File: config.mk
export PLATFORM = sky130hd
export DESIGN_NAME = frame_sync_flat
export DESIGN_NICKNAME = d
export VERILOG_FILES = /design/src/rtl/frame_sync_if.sv /design/src/rtl/frame_sync.sv /design/src/flat_wrapper.sv
export SDC_FILE = /design/constraint.sdc
export NUM_CORES = 1
export LEC_CHECK = 0
export BUFFER_PORTS_ARGS = -buffer_cell sky130_fd_sc_hd__buf_2
export CAP_MARGIN = 20
export CORE_MARGIN = 2
export CORE_UTILIZATION = 35
export DETAILED_ROUTE_END_ITERATION = 12
export PLACE_DENSITY_LB_ADDON = 0.1
export SYNTH_ARGS = -nofsm -noshare
export SYNTH_HDL_FRONTEND = slang
export SYNTH_SLANG_ARGS = --single-unit
File: constraint.sdc
create_clock -name clk_i -period 3 [get_ports clk_i]
set_input_delay 0.15 -clock clk_i [delete_from_list [all_inputs] [get_ports clk_i]]
set_output_delay 0.15 -clock clk_i [all_outputs]
set_load 0.02 [all_outputs]
File: src/rtl/frame_sync_if.sv
// frame_sync_if: byte-stream valid/ready link used on both sides of frame_sync.
// The master drives data/valid and the slave drives ready.
interface frame_sync_if #(
  parameter int BusWidth = 8
);
  logic [BusWidth-1:0] data;
  logic                valid;
  logic                ready;

  modport master (output data, output valid, input ready);
  modport slave  (input data, input valid, output ready);
endinterface

File: src/rtl/frame_sync.sv
// frame_sync: hunts for a two-byte header, forwards PayloadBytes bytes with zero
// latency, then checks a two-byte tail and reports framing faults.
// Optional feature: define FRAME_SYNC_TIMEOUT_EN to abandon frames idle for
// TimeoutCycles cycles.
module frame_sync #(
  parameter int                  BusWidth      = 8,
  parameter int                  PayloadBytes  = 9600,
  parameter logic [BusWidth-1:0] HeadByte0     = 'hA5,
  parameter logic [BusWidth-1:0] HeadByte1     = 'h5A,
  parameter logic [BusWidth-1:0] TailByte0     = 'h0D,
  parameter logic [BusWidth-1:0] TailByte1     = 'h0A,
  parameter int unsigned         TimeoutCycles = 250000
) (
  input  logic                clk_i,
  input  logic                rst_ni,
  frame_sync_if.slave         up,
  frame_sync_if.master        dn,
  output logic                sof_o,
  output logic                locked_o,
  output logic                frame_done_o,
  output logic                frame_err_o,
  output logic [7:0]          err_count_o
);

  // A one-byte payload still needs a one-bit counter.
  localparam int CntW = (PayloadBytes > 1) ? $clog2(PayloadBytes) : 1;
  localparam logic [CntW-1:0] LastCnt = CntW'(PayloadBytes - 1);

  if ((PayloadBytes < 1) || (TimeoutCycles < 1)) begin : g_param_check
    $error("frame_sync: PayloadBytes and TimeoutCycles must be at least 1");
  end

  typedef enum logic [2:0] {
    HUNT,
    HEAD1,
    PAYLOAD,
    TAIL0,
    TAIL1
  } state_t;

  state_t          state;
  state_t          state_next;
  logic [CntW-1:0] cnt;
  logic            accept;
  logic            fault;
  logic            done;
  logic            timeout;

  // A byte is consumed whenever upstream offers it and we are ready for it.
  always_comb begin
    accept = up.valid & up.ready;
  end

`ifdef FRAME_SYNC_TIMEOUT_EN
  localparam int IdleW = $clog2(TimeoutCycles + 1);
  localparam logic [IdleW-1:0] IdleLast = IdleW'(TimeoutCycles - 1);

  logic [IdleW-1:0] idle_cnt;

  // Fire on the idle cycle that brings the count to TimeoutCycles.
  always_comb begin
    timeout = locked_o & ~up.valid & (idle_cnt == IdleLast);
  end

  // Idle counter: counts valid-low cycles while locked, cleared by any valid
  // cycle (stalled or not) and on every state change.
  always_ff @(posedge clk_i or negedge rst_ni) begin
    if (!rst_ni) begin
      idle_cnt <= '0;
    end else if ((state_next != state) || !locked_o || up.valid) begin
      idle_cnt <= '0;
    end else begin
      idle_cnt <= idle_cnt + IdleW'(1);
    end
  end
`else
  always_comb begin
    timeout = 1'b0;
  end
`endif

  // State register.
  always_ff @(posedge clk_i or negedge rst_ni) begin
    if (!rst_ni) begin
      state <= HUNT;
    end else begin
      state <= state_next;
    end
  end

  // Next-state and fault/done decode; only an accepted byte (or a timeout) moves the FSM.
  always_comb begin
    state_next = state;
    fault      = 1'b0;
    done       = 1'b0;
    if (timeout) begin
      state_next = HUNT;
      fault      = 1'b1;
    end else if (accept) begin
      unique case (state)
        HUNT: begin
          if (up.data == HeadByte0) state_next = HEAD1;
        end
        HEAD1: begin
          if (up.data == HeadByte1)      state_next = PAYLOAD;
          else if (up.data == HeadByte0) state_next = HEAD1;
          else                           state_next = HUNT;
        end
        PAYLOAD: begin
          if (cnt == LastCnt) state_next = TAIL0;
        end
        TAIL0: begin
          if (up.data == TailByte0) begin
            state_next = TAIL1;
          end else begin
            state_next = HUNT;
            fault      = 1'b1;
          end
        end
        TAIL1: begin
          state_next = HUNT;
          if (up.data == TailByte1) done  = 1'b1;
          else                      fault = 1'b1;
        end
        default: state_next = HUNT;
      endcase
    end
  end

  // Output decode: pass-through in PAYLOAD, otherwise swallow bytes.
  always_comb begin
    up.ready = 1'b1;
    dn.valid = 1'b0;
    dn.data  = '0;
    locked_o = 1'b0;
    sof_o    = 1'b0;
    unique case (state)
      PAYLOAD: begin
        up.ready = dn.ready;
        dn.valid = up.valid;
        dn.data  = up.data;
        locked_o = 1'b1;
        sof_o    = (cnt == '0) & up.valid;
      end
      TAIL0, TAIL1: locked_o = 1'b1;
      default: ;
    endcase
  end

  // Payload byte counter, cleared by the second header byte and after the last byte.
  always_ff @(posedge clk_i or negedge rst_ni) begin
    if (!rst_ni) begin
      cnt <= '0;
    end else if ((state == HEAD1) && accept && (up.data == HeadByte1)) begin
      cnt <= '0;
    end else if ((state == PAYLOAD) && accept) begin
      cnt <= (cnt == LastCnt) ? '0 : cnt + CntW'(1);
    end
  end

  // Registered status pulses and the saturating fault counter.
  always_ff @(posedge clk_i or negedge rst_ni) begin
    if (!rst_ni) begin
      frame_done_o <= 1'b0;
      frame_err_o  <= 1'b0;
      err_count_o  <= '0;
    end else begin
      frame_done_o <= done;
      frame_err_o  <= fault;
      if (fault && (err_count_o != '1)) begin
        err_count_o <= err_count_o + 8'd1;
      end
    end
  end

endmodule

File: src/flat_wrapper.sv
// flat-port wrapper written by rule: the top's interface ports become plain ports
module frame_sync_flat 
#(
  parameter int                  BusWidth      = 8,
  parameter int                  PayloadBytes  = 9600,
  parameter logic [BusWidth-1:0] HeadByte0     = 'hA5,
  parameter logic [BusWidth-1:0] HeadByte1     = 'h5A,
  parameter logic [BusWidth-1:0] TailByte0     = 'h0D,
  parameter logic [BusWidth-1:0] TailByte1     = 'h0A,
  parameter int unsigned         TimeoutCycles = 250000
)
  (clk_i, rst_ni, sof_o, locked_o, frame_done_o, frame_err_o, err_count_o, up_data, up_valid, up_ready, dn_data, dn_valid, dn_ready);
  frame_sync_if #(.BusWidth(BusWidth)) up_i ();
  frame_sync_if #(.BusWidth(BusWidth)) dn_i ();
  input  logic clk_i;
  input  logic rst_ni;
  output logic sof_o;
  output logic locked_o;
  output logic frame_done_o;
  output logic frame_err_o;
  output logic [7:0] err_count_o;
  input wire logic [$bits(up_i.data)-1:0] up_data;
  input wire logic [$bits(up_i.valid)-1:0] up_valid;
  output wire logic [$bits(up_i.ready)-1:0] up_ready;
  output wire logic [$bits(dn_i.data)-1:0] dn_data;
  output wire logic [$bits(dn_i.valid)-1:0] dn_valid;
  input wire logic [$bits(dn_i.ready)-1:0] dn_ready;
  assign up_i.data = up_data;
  assign up_i.valid = up_valid;
  assign up_ready = up_i.ready;
  assign dn_data = dn_i.data;
  assign dn_valid = dn_i.valid;
  assign dn_i.ready = dn_ready;
  frame_sync #(.BusWidth(BusWidth), .PayloadBytes(PayloadBytes), .HeadByte0(HeadByte0), .HeadByte1(HeadByte1), .TailByte0(TailByte0), .TailByte1(TailByte1), .TimeoutCycles(TimeoutCycles)) u_core (.clk_i(clk_i), .rst_ni(rst_ni), .up(up_i), .dn(dn_i), .sof_o(sof_o), .locked_o(locked_o), .frame_done_o(frame_done_o), .frame_err_o(frame_err_o), .err_count_o(err_count_o));
endmodule
Word-level counts from Yosys, hierarchy flattened
Index checks and enable logic that the tools add are counted.

cells by class
  add/subtract/negate cells = 2
  $mul = 0
  div/mod/pow operators = 0
  order comparisons = 0
  equality and inequality tests = 12
  shift operators = 0
  multiplexer cells = 21
  bitwise gates (word level) = 2
  reduce and logical (&&, ||, !) cells = 9

operators by type and width
  operator               count
  $mux 14                3
  $eq 8x4->1 const B     2
  $add 14x1->14 const B  1
  $eq 14x14->1 const B   1
  $logic_not 14->1       1
  $mux 3                 4
  $pmux 3 s4             1
  $mux 1                 11
  $add 8x1->8 const B    1
  $eq 8x7->1 const B     1
  $eq 8x8->1 const B     1
  $mux 8                 1
  $ne 8x8->1 const B     1
  $eq 3x2->1 const B     2
  $logic_and 1x1->1      4
  $ne 2x1->1 const B     2
  $eq 3x1->1 const B     1
  $eq 3x3->1 const B     1
  $logic_not 3->1        1
  $reduce_and 3->1       1
  $reduce_or 3->1        1
  $and 1x1->1            2
  $pmux 1 s2             1
  $reduce_bool 2->1      1

word-level totals
  bits in registers = 27
  latch bits = 0
  memory bits (writable) = 0
  bits in read-only memories = 0
  input port bits = 12
  output and inout bits = 22
  word-level logic and storage cells = 51
  memories kept = 0

Longest topological paths before layout
Gate-level depths: netlist of run 1.

  word-level depth = 6
  mapped depth = 8
  depth with buffers taken out = 6

Least setup slack after synthesis of run 1
Ideal clock, no wire load.

  path type = register to register
  from = register u_core.cnt[11]
  to = register u_core.cnt[0]
  library setup time = 0.125 ns
  data arrival time = 1.728 ns
  required time = 2.875 ns
  setup slack = 1.148 ns
  cell stages (with the launch flop) = 6
  path buffers = 0
  period minus slack after synthesis = 1.852 ns
  path through = dfrtp_1 or4_4 nor4_4 or2b_2 nor2_1 mux2_2

on the way
  cells in the longest elaborated chain, start to end = 4

ends and longest elaborated chain
  what                      line               text
  start: declaration        frame_sync.sv:43   logic [CntW-1:0] cnt;
  start signal: assignment  frame_sync.sv:157  cnt <= (cnt == LastCnt) ? '0 : cnt + CntW'(1);
  $eq 14x14->1              frame_sync.sv:157
  $mux 14                   frame_sync.sv:157
  $mux 14                   frame_sync.sv:156  end else if ((state == PAYLOAD) && accept) begin
  $mux 14                   frame_sync.sv:154  end else if ((state == HEAD1) && accept && (up.data == HeadByte1)) begin

Every way passes these cells. The select of a mux whose other input is x is not followed.
A chain may end at the register's enable or synchronous reset.

Final worst setup path of run 1
  from = register u_core.cnt[11]
  to = output sof_o

on the way
  cells in the longest elaborated chain, start to end = 3

ends and longest elaborated chain
  what              line                text
  $logic_not 14->1  frame_sync.sv:143   sof_o = (cnt == '0) & up.valid;
  $and 1x1->1       frame_sync.sv:143
  $mux 1            frame_sync.sv:137   unique case (state)
  end: declaration  flat_wrapper.sv:17  output logic sof_o;

Every way passes these cells.

==> flow_summary.yaml, run 1 <==
run_status:
  run_status: "finished clean"
finish:
  finish.net_count: 223
  fin_cells: 259
  num_antenna_cells: 0
  areaGrowthSynthToFinish_pct: 16.36
  final_layout_size_suffix_gt1_frac: 0.2415
detailed_routing:
  ant_nets: 0
  avgViaCountPerCell: 5.571
  detail_route.wirelength_mm: 3.769
  detail_route.iter0.violations: 116
  routed_wire_length_per_instance_um: 14.55
  route.vias.total: 1443
  drt_drc_violations_left: 0
  first_pass_iters: 4
logic_synthesis:
  syn_nets: 188
  synthCells: 173
  async_flop_share: 1.000
  ys_ff_latch: 27
  number_of_enable_type_register_cells_in_the_synthesized_netlist: 0
  avgSynthCellArea_um2: 9.547
  yosys_warnings: 0
  yosysUniqueCellTypes: 51
  synth_ff_type: "sky130_fd_sc_hd__dfrtp_1"
  fraction_of_the_yosys_area_taken_by_sequential_cells: 0.4091
  syn-cell-area_um2: 1652
setup_path:
  rr_worst_depth: 5
  max_fanout_on_critical_path: 3
  rr_endpoint: "u_core.cnt[8]$_DFFE_PN0P_"
  timing.critical_path.from_type: "flop"
  cp-endpoint: "sof_o"
  critical_path_required_ps: 2850
  critPathLaunch: "u_core.cnt[11]$_DFFE_PN0P_"
  cp_data_arrival_time_ps: 1940
  worst-r2r-setup-slack_ps: 940
  path_class: "flop to primary output"
  critical_path.reg2reg.startpoint: "u_core.cnt[11]$_DFFE_PN0P_"
  setup.worst_path.end_class: "primary output"
placed_design:
  port_buffers: 33
  pre_cts_slack_ps: 924.1
  gpl.final_weighted_congestion: 0.8243
  detailedPlacementHpwl_mm: 2.806
  numPlacedInstances: 254
clock_network:
  clk_latency_ps: 280
  tritoncts_sink_count: 27
  cts.reportedPaths.clkPinSlew_ps: 100
  number_of_instances_resized_during_post_cts_repair: 0
  tritoncts.num_buffers: 3
  cts_root_buf: "sky130_fd_sc_hd__clkbuf_8"
  cts.path.max_buffers: 2
  tritoncts_clock_tree: "built"
  cts_max_level: 1
timing:
  slew_violations: 0
  finalHoldViolCount: 0
  final.hold.worst_slack_ps: 201.5
  setup_viol: 0
  finalSetupTns_ps: 0
  max-slew-margin-rel: 0.5892
  finalCritPeriodShare: 0.6978
  fin_ws_ps: 906.5
  tightestPinTransition_ps: 616.2
  final_worst_clock_skew_ps: 10.76
  maxClockFrequency_mhz: 477.7
  period_needed_ps: 2094
  rsz0062_at_grt: "false"
pwr:
  powerDensity_nw_per_um2: 319.7
  p_leak_nw: 0.9090
  power_mw: 0.6144
  power.ir.vdd_worst_mv: 0.2295
global_routing:
  pin_count_of_the_biggest_net_entering_global_routing: 28
  antenna_found_initial: 0
  grt_first_pass_wirelength_mm: 6.782
  globalRoute.totalOverflow: 0
  vias_in_the_first_global_route: 1429
  grt_use_total: 0.1596
floorplan:
  fp.dieW_um: 72.70
  ioPinCount: 34
  site_row_count: 24
  design.die.area_um2: 5285
  floorplan.core_area_um2: 4444
  floorplan.initialDensity: 0.3716
  dieHeight_um: 72.70
min_path:
  min-delay-path-class: "input port to flop"
flow_run:
  cap_violations: 0
==> metal layers <==
metal / vias up / GRT usage / routed length, um
li1: 715 / - / -
met4: 0 / 0.02263 / 13
met2: 37 / 0.2707 / 1841
met5: - / 0 / 0
met3: 2 / 0.03453 / 159
met1: 689 / 0.2142 / 1755
==> logic make-up (layout without fill, tap and decap cells) <==
group / after synthesis / after routing / synth area share
compound gates: 38 / 38 / 0.1599
xor+xnor: 7 / 7 / 0.03712
fa+ha+maj: 3 / 3 / 0.02273
buf+inv: 7 / 41 / 0.02045
flops: 27 / 27 / 0.4091
mux: 2 / 2 / 0.01364
simple gates: 89 / 89 / 0.3371
==> state kept, by name, indices dropped and copies added (netlist names) <==
register,count
u_core.cnt,14
u_core.frame_done_o,1
u_core.state,3
u_core.err_count_o,8
u_core.frame_err_o,1
==> layout make-up <==
type	count	area [um2]
multi-input cells	139	942.2
flip-flops and latches	27	675.6
fillers	467	2522
inverters	2	7.507
repair buffers	35	182.7
well taps	52	65.06
clock inverters	1	7.507
clock buffers	3	41.29
==> critical path, cell delays in order, from the launching register on <==
cell	delay, ps
sky130_fd_sc_hd__dfrtp_1	410
sky130_fd_sc_hd__or4_4	560
sky130_fd_sc_hd__or4_1	420
sky130_fd_sc_hd__nor2_1	110
sky130_fd_sc_hd__buf_2	170
==> cells in the final DEF, fill, tap and decap left out, drive strengths merged, types with 4 or more instances in the layout <==
master,synthesis,layout
dfrtp,27,27
a21oi,9,9
nand4,6,6
o21ai,9,9
and3,4,4
buf,4,34
xnor2,5,5
and2,11,11
nor2,12,12
nand2,15,15
a22o,5,5
nor2b,5,5
nor4,6,6
nand3,6,6
or4,5,5
==> worst min-delay path by stage <==
| stage | startpoint | endpoint | slack, ps | cells past startpoint |
|---|---|---|---|---|
| floorplan | rst_ni | u_core.cnt[0]$_DFFE_PN0P_ | -150 | 0 |
| global placement | rst_ni | u_core.frame_done_o$_DFF_PN0_ | 200 | 1 |
| detailed placement | rst_ni | u_core.frame_done_o$_DFF_PN0_ | 210 | 1 |
| CTS | up_data[0] | u_core.frame_done_o$_DFF_PN0_ | 190 | 3 |
| global route | up_data[2] | u_core.frame_done_o$_DFF_PN0_ | 220 | 3 |
| finish | up_data[0] | u_core.frame_done_o$_DFF_PN0_ | 200 | 3 |
==> power breakdown <==
part	internal (mW)	switching, mW	leakage [nW]
registers	0.365	0.000931	0.370
logic	0.0113	0.0207	0.517
clock network	0.0944	0.122	0.0217
==> per-stage QoR <==
stage | cell area [um2] | utilization
final | 1922 | 0.4324
after global routing | 1922 | 0.4324
after CTS | 1922 | 0.4324
after detailed placement | 1863 | 0.4192
after global placement | 1863 | 0.4192
after floorplan | 1652 | -
==> timing repair <==
| item | CTS | global route |
|---|---|---|
| hold buffers | 1 | 0 |
| endpoints found under the hold margin | 27 | 0 |
| setup buffers | 0 | 0 |
==> Yosys cell counts, types with 2 or more instances <==
| master | number | share of area |
|---|---|---|
| sky130_fd_sc_hd__dfrtp_1 | 27 | 0.41 |
| sky130_fd_sc_hd__nand2_1 | 15 | 0.034 |
| sky130_fd_sc_hd__nor2_1 | 12 | 0.027 |
| sky130_fd_sc_hd__and2_1 | 10 | 0.038 |
| sky130_fd_sc_hd__a21oi_1 | 8 | 0.024 |
| sky130_fd_sc_hd__o21ai_0 | 8 | 0.024 |
| sky130_fd_sc_hd__nand3_1 | 6 | 0.018 |
| sky130_fd_sc_hd__nand4_1 | 6 | 0.023 |
| sky130_fd_sc_hd__a22o_1 | 5 | 0.027 |
| sky130_fd_sc_hd__nor2b_1 | 5 | 0.019 |
| sky130_fd_sc_hd__nor4_1 | 5 | 0.019 |
| sky130_fd_sc_hd__xnor2_1 | 5 | 0.027 |
| sky130_fd_sc_hd__and3_1 | 4 | 0.015 |
| sky130_fd_sc_hd__or4_1 | 4 | 0.018 |
| sky130_fd_sc_hd__buf_2 | 3 | 0.0091 |
| sky130_fd_sc_hd__ha_1 | 3 | 0.023 |
| sky130_fd_sc_hd__o31ai_1 | 3 | 0.014 |
| sky130_fd_sc_hd__or3_1 | 3 | 0.011 |
| sky130_fd_sc_hd__a21o_1 | 2 | 0.0091 |
| sky130_fd_sc_hd__a31oi_1 | 2 | 0.0076 |
| sky130_fd_sc_hd__and4bb_2 | 2 | 0.015 |
| sky130_fd_sc_hd__inv_1 | 2 | 0.0045 |
| sky130_fd_sc_hd__mux2_2 | 2 | 0.014 |
| sky130_fd_sc_hd__nand4b_1 | 2 | 0.011 |
| sky130_fd_sc_hd__o211ai_1 | 2 | 0.0091 |
| sky130_fd_sc_hd__xor2_1 | 2 | 0.011 |
Power figures use the tool's default switching activity.
==> run 2, diff against run 1 <==
--- a/config.mk
+++ b/config.mk
@@ -5,6 +5,7 @@
 export SDC_FILE = /design/constraint.sdc
 export NUM_CORES = 1
 export LEC_CHECK = 0
+export ABC_AREA = 1
 export BUFFER_PORTS_ARGS = -buffer_cell sky130_fd_sc_hd__buf_2
 export CAP_MARGIN = 20
 export CORE_MARGIN = 2
==> constraint.sdc (replaced) <==
create_clock -name clk_i -period 2.2 [get_ports clk_i]
set_input_delay 0.11 -clock clk_i [delete_from_list [all_inputs] [get_ports clk_i]]
set_output_delay 0.11 -clock clk_i [all_outputs]
set_load 0.02 [all_outputs]
==> flow_summary.yaml, run 2 <==
run_status:
  run_status: "finished clean"
detailed_routing:
  detail_route.iter0.violations: 76
  met2_length_mm: 2.154
  detail_route.wirelength_mm: 4.539
  route.top_layer_used: "met4"
  route.vias.total: 1914
  avgViaCountPerCell: 4.773
  first_pass_iters: 4
  wl_met1_mm: 2.183
  ant_nets: 0
  drt_drc_violations_left: 0
  met3_wl_post_dr_um: 158
  routed_wire_length_per_instance_um: 11.32
clock_network:
  tritoncts_sink_count: 27
  tritoncts_clock_tree: "built"
  cts_max_level: 1
  cts_root_buf: "sky130_fd_sc_hd__clkbuf_8"
  cts.reportedPaths.clkPinSlew_ps: 100
  cts.path.max_buffers: 2
  clk_latency_ps: 280
  tritoncts.num_buffers: 3
setup_path:
  worst-r2r-setup-slack_ps: 430
  cp_data_arrival_time_ps: 1740
  crit_path_top_delay_cell: "sky130_fd_sc_hd__dfrtp_1"
  critical_path_required_ps: 2090
  critPathLaunch: "u_core.cnt[0]$_DFFE_PN0P_"
  timing.critical_path.from_type: "flop"
  critical_path.most_common_cell: "sky130_fd_sc_hd__nor3_1"
  critical_path.reg2reg.startpoint: "u_core.cnt[0]$_DFFE_PN0P_"
  max_fanout_on_critical_path: 6
  timing.critical_path.slowest_cell_delay_ps: 440
  critical_path.cell_chain: "inv_1, ha_1, nand4_1, nor3_1, nand3_1, nor3_1, buf_2"
  rr_worst_depth: 8
  path_class: "flop to primary output"
  setup.worst_path.end_class: "primary output"
pwr:
  power.ir.vdd_worst_mv: 0.2389
  powerDensity_nw_per_um2: 457.2
  p_leak_nw: 1.210
timing:
  final_worst_clock_skew_ps: 5.244
  maxClockFrequency_mhz: 539.6
  final.hold.worst_slack_ps: 148.1
  rsz0062_at_grt: "false"
  finalCritPeriodShare: 0.8424
  finalSetupTns_ps: 0
  period_needed_ps: 1853
  setup_viol: 0
  slew_violations: 0
  max-slew-margin-rel: 0.5807
  finalHoldViolCount: 0
  tightestPinTransition_ps: 629.0
finish:
  largest_register_by_flop_count: "u_core.cnt"
  layout_common_cells: "sky130_fd_sc_hd__nand2_1, sky130_fd_sc_hd__nor2_1, sky130_fd_sc_hd__buf_2"
  num_antenna_cells: 0
  areaGrowthSynthToFinish_pct: 15.06
  final_common_cell: "sky130_fd_sc_hd__nand2_1"
  multi_input_comb_area_um2: 1124
  final.fill_count: 612
  final_layout_size_suffix_gt1_frac: 0.1672
  finish.net_count: 345
  ff_latch_area_um2: 675.6
  flip_flop_count_of_the_largest_register_all_copies_and_words_added: 14
  biggestRegsByFlops: "u_core.cnt (14), u_core.err_count_o (8), u_core.state (3)"
logic_synthesis:
  async_flop_share: 1.000
  avgSynthCellArea_um2: 6.692
  yosys_warnings: 0
  yosysUniqueCellTypes: 28
  syn-cell-area_um2: 1961
  synth_ff_type: "sky130_fd_sc_hd__dfrtp_1"
  synth.cells.most_frequent: "sky130_fd_sc_hd__nand2_1, sky130_fd_sc_hd__nor2_1, sky130_fd_sc_hd__inv_1"
  syn_nets: 308
  synthCells: 293
  number_of_enable_type_register_cells_in_the_synthesized_netlist: 0
  ys_ff_latch: 27
  yosys.cell_count.top_type: "sky130_fd_sc_hd__nand2_1"
  fraction_of_the_yosys_area_taken_by_sequential_cells: 0.3446
  synth_largest_type_area_fraction: 0.3446
  netlist_top_cells_area: "sky130_fd_sc_hd__dfrtp_1, sky130_fd_sc_hd__nand2_1, sky130_fd_sc_hd__nor2_1"
  synth_top_cell_by_area: "sky130_fd_sc_hd__dfrtp_1"
global_routing:
  vias_in_the_first_global_route: 1767
  globalRoute.totalOverflow: 0
  antenna_found_initial: 0
  grt_use_total: 0.1533
  pin_count_of_the_biggest_net_entering_global_routing: 28
  grt_first_pass_wirelength_mm: 7.797
floorplan:
  design.die.area_um2: 6217
  fp.dieW_um: 78.85
  floorplan.initialDensity: 0.3583
  site_row_count: 27
  dieHeight_um: 78.85
  ioPinCount: 34
  floorplan.core_area_um2: 5473
min_path:
  min-delay-path-class: "input port to flop"
  hold_start: "up_valid"
  hold_depth: 3
placed_design:
  gpl.final_weighted_congestion: 0.8652
  detailedPlacementHpwl_mm: 3.459
  port_buffers: 33
flow_run:
  cap_violations: 0
run 2: final cells by class:
cell class / instances / share of cell area
Sequential cell: 27 / 0.2995
Inverter: 34 / 0.05657
Clock inverter: 1 / 0.003328
Clock buffer: 3 / 0.01830
Multi-Input combinational cell: 228 / 0.4981
Timing Repair Buffer: 36 / 0.08430
Tap cell: 72 / 0.03993
run 2: metrics by stage:
| stage | util | power, mW | std cells | instance area (um2) | setup slack [ps] |
|---|---|---|---|---|---|
| 6_report | 0.4122 | 1.031 | 401 | 2256 | 346.7 |
| 5_1_grt | 0.4122 | 1.098 | 401 | 2256 | 144.0 |
| 4_1_cts | 0.4122 | 1.050 | 401 | 2256 | 295.6 |
| 3_5_place_dp | 0.4015 | 0.7424 | 396 | 2197 | 424.3 |
| 3_3_place_gp | 0.4015 | 0.7425 | 396 | 2197 | 458.8 |
| 2_1_floorplan | - | 0.6855 | 293 | 1961 | 604.9 |
run 2: power by group:
part / leakage (nW) / internal, mW / total, mW / switching, mW
Combinational: 0.823 / 0.0649 / 0.180 / 0.115
Sequential: 0.366 / 0.518 / 0.553 / 0.0347
Clock: 0.0217 / 0.129 / 0.299 / 0.170
Total: 1.21 / 0.712 / 1.03 / 0.320
run 2: worst max-delay path: cells and delay by family (launching register included):
kind | cells | cell delay [ps]
buf+inv | 2 | 310
simple gates | 4 | 560
fa+ha+maj | 1 | 160
flops | 1 | 440
run 2: repair_timing:
| item | CTS | global route |
|---|---|---|
| hold buffers | 1 | 0 |
| hold endpoints to repair | 27 | 0 |
| gates resized for setup | 0 | 0 |
| setup buffers | 0 | 0 |
run 2: final timing paths:
kind,to
max,sof_o
min in group asynchronous,u_core.frame_done_o$_DFF_PN0_
min,u_core.frame_err_o$_DFF_PN0_
max in group asynchronous,u_core.cnt[11]$_DFFE_PN0P_
max reg2reg,u_core.cnt[7]$_DFFE_PN0P_
min reg2reg,u_core.err_count_o[1]$_DFFE_PN0P_
run 2: cells by family (layout without fill, tap and decap cells):
logic type	Yosys count	count (layout)	share of synthesized area
DFF	27	27	0.3446
adders and majority gates	3	3	0.01915
AOI/OAI and AO/OA	6	6	0.02425
xor gates and xnor gates	11	11	0.04914
buffers and inverters	38	74	0.08232
and+or+nand+nor	208	208	0.4805
run 2: metal layers:
metal  global-route usage  up-vias
li1                     -     1004
met1               0.1997      873
met2               0.2675       33
met3              0.03182        4
met4              0.02414        0
met5                    0        -
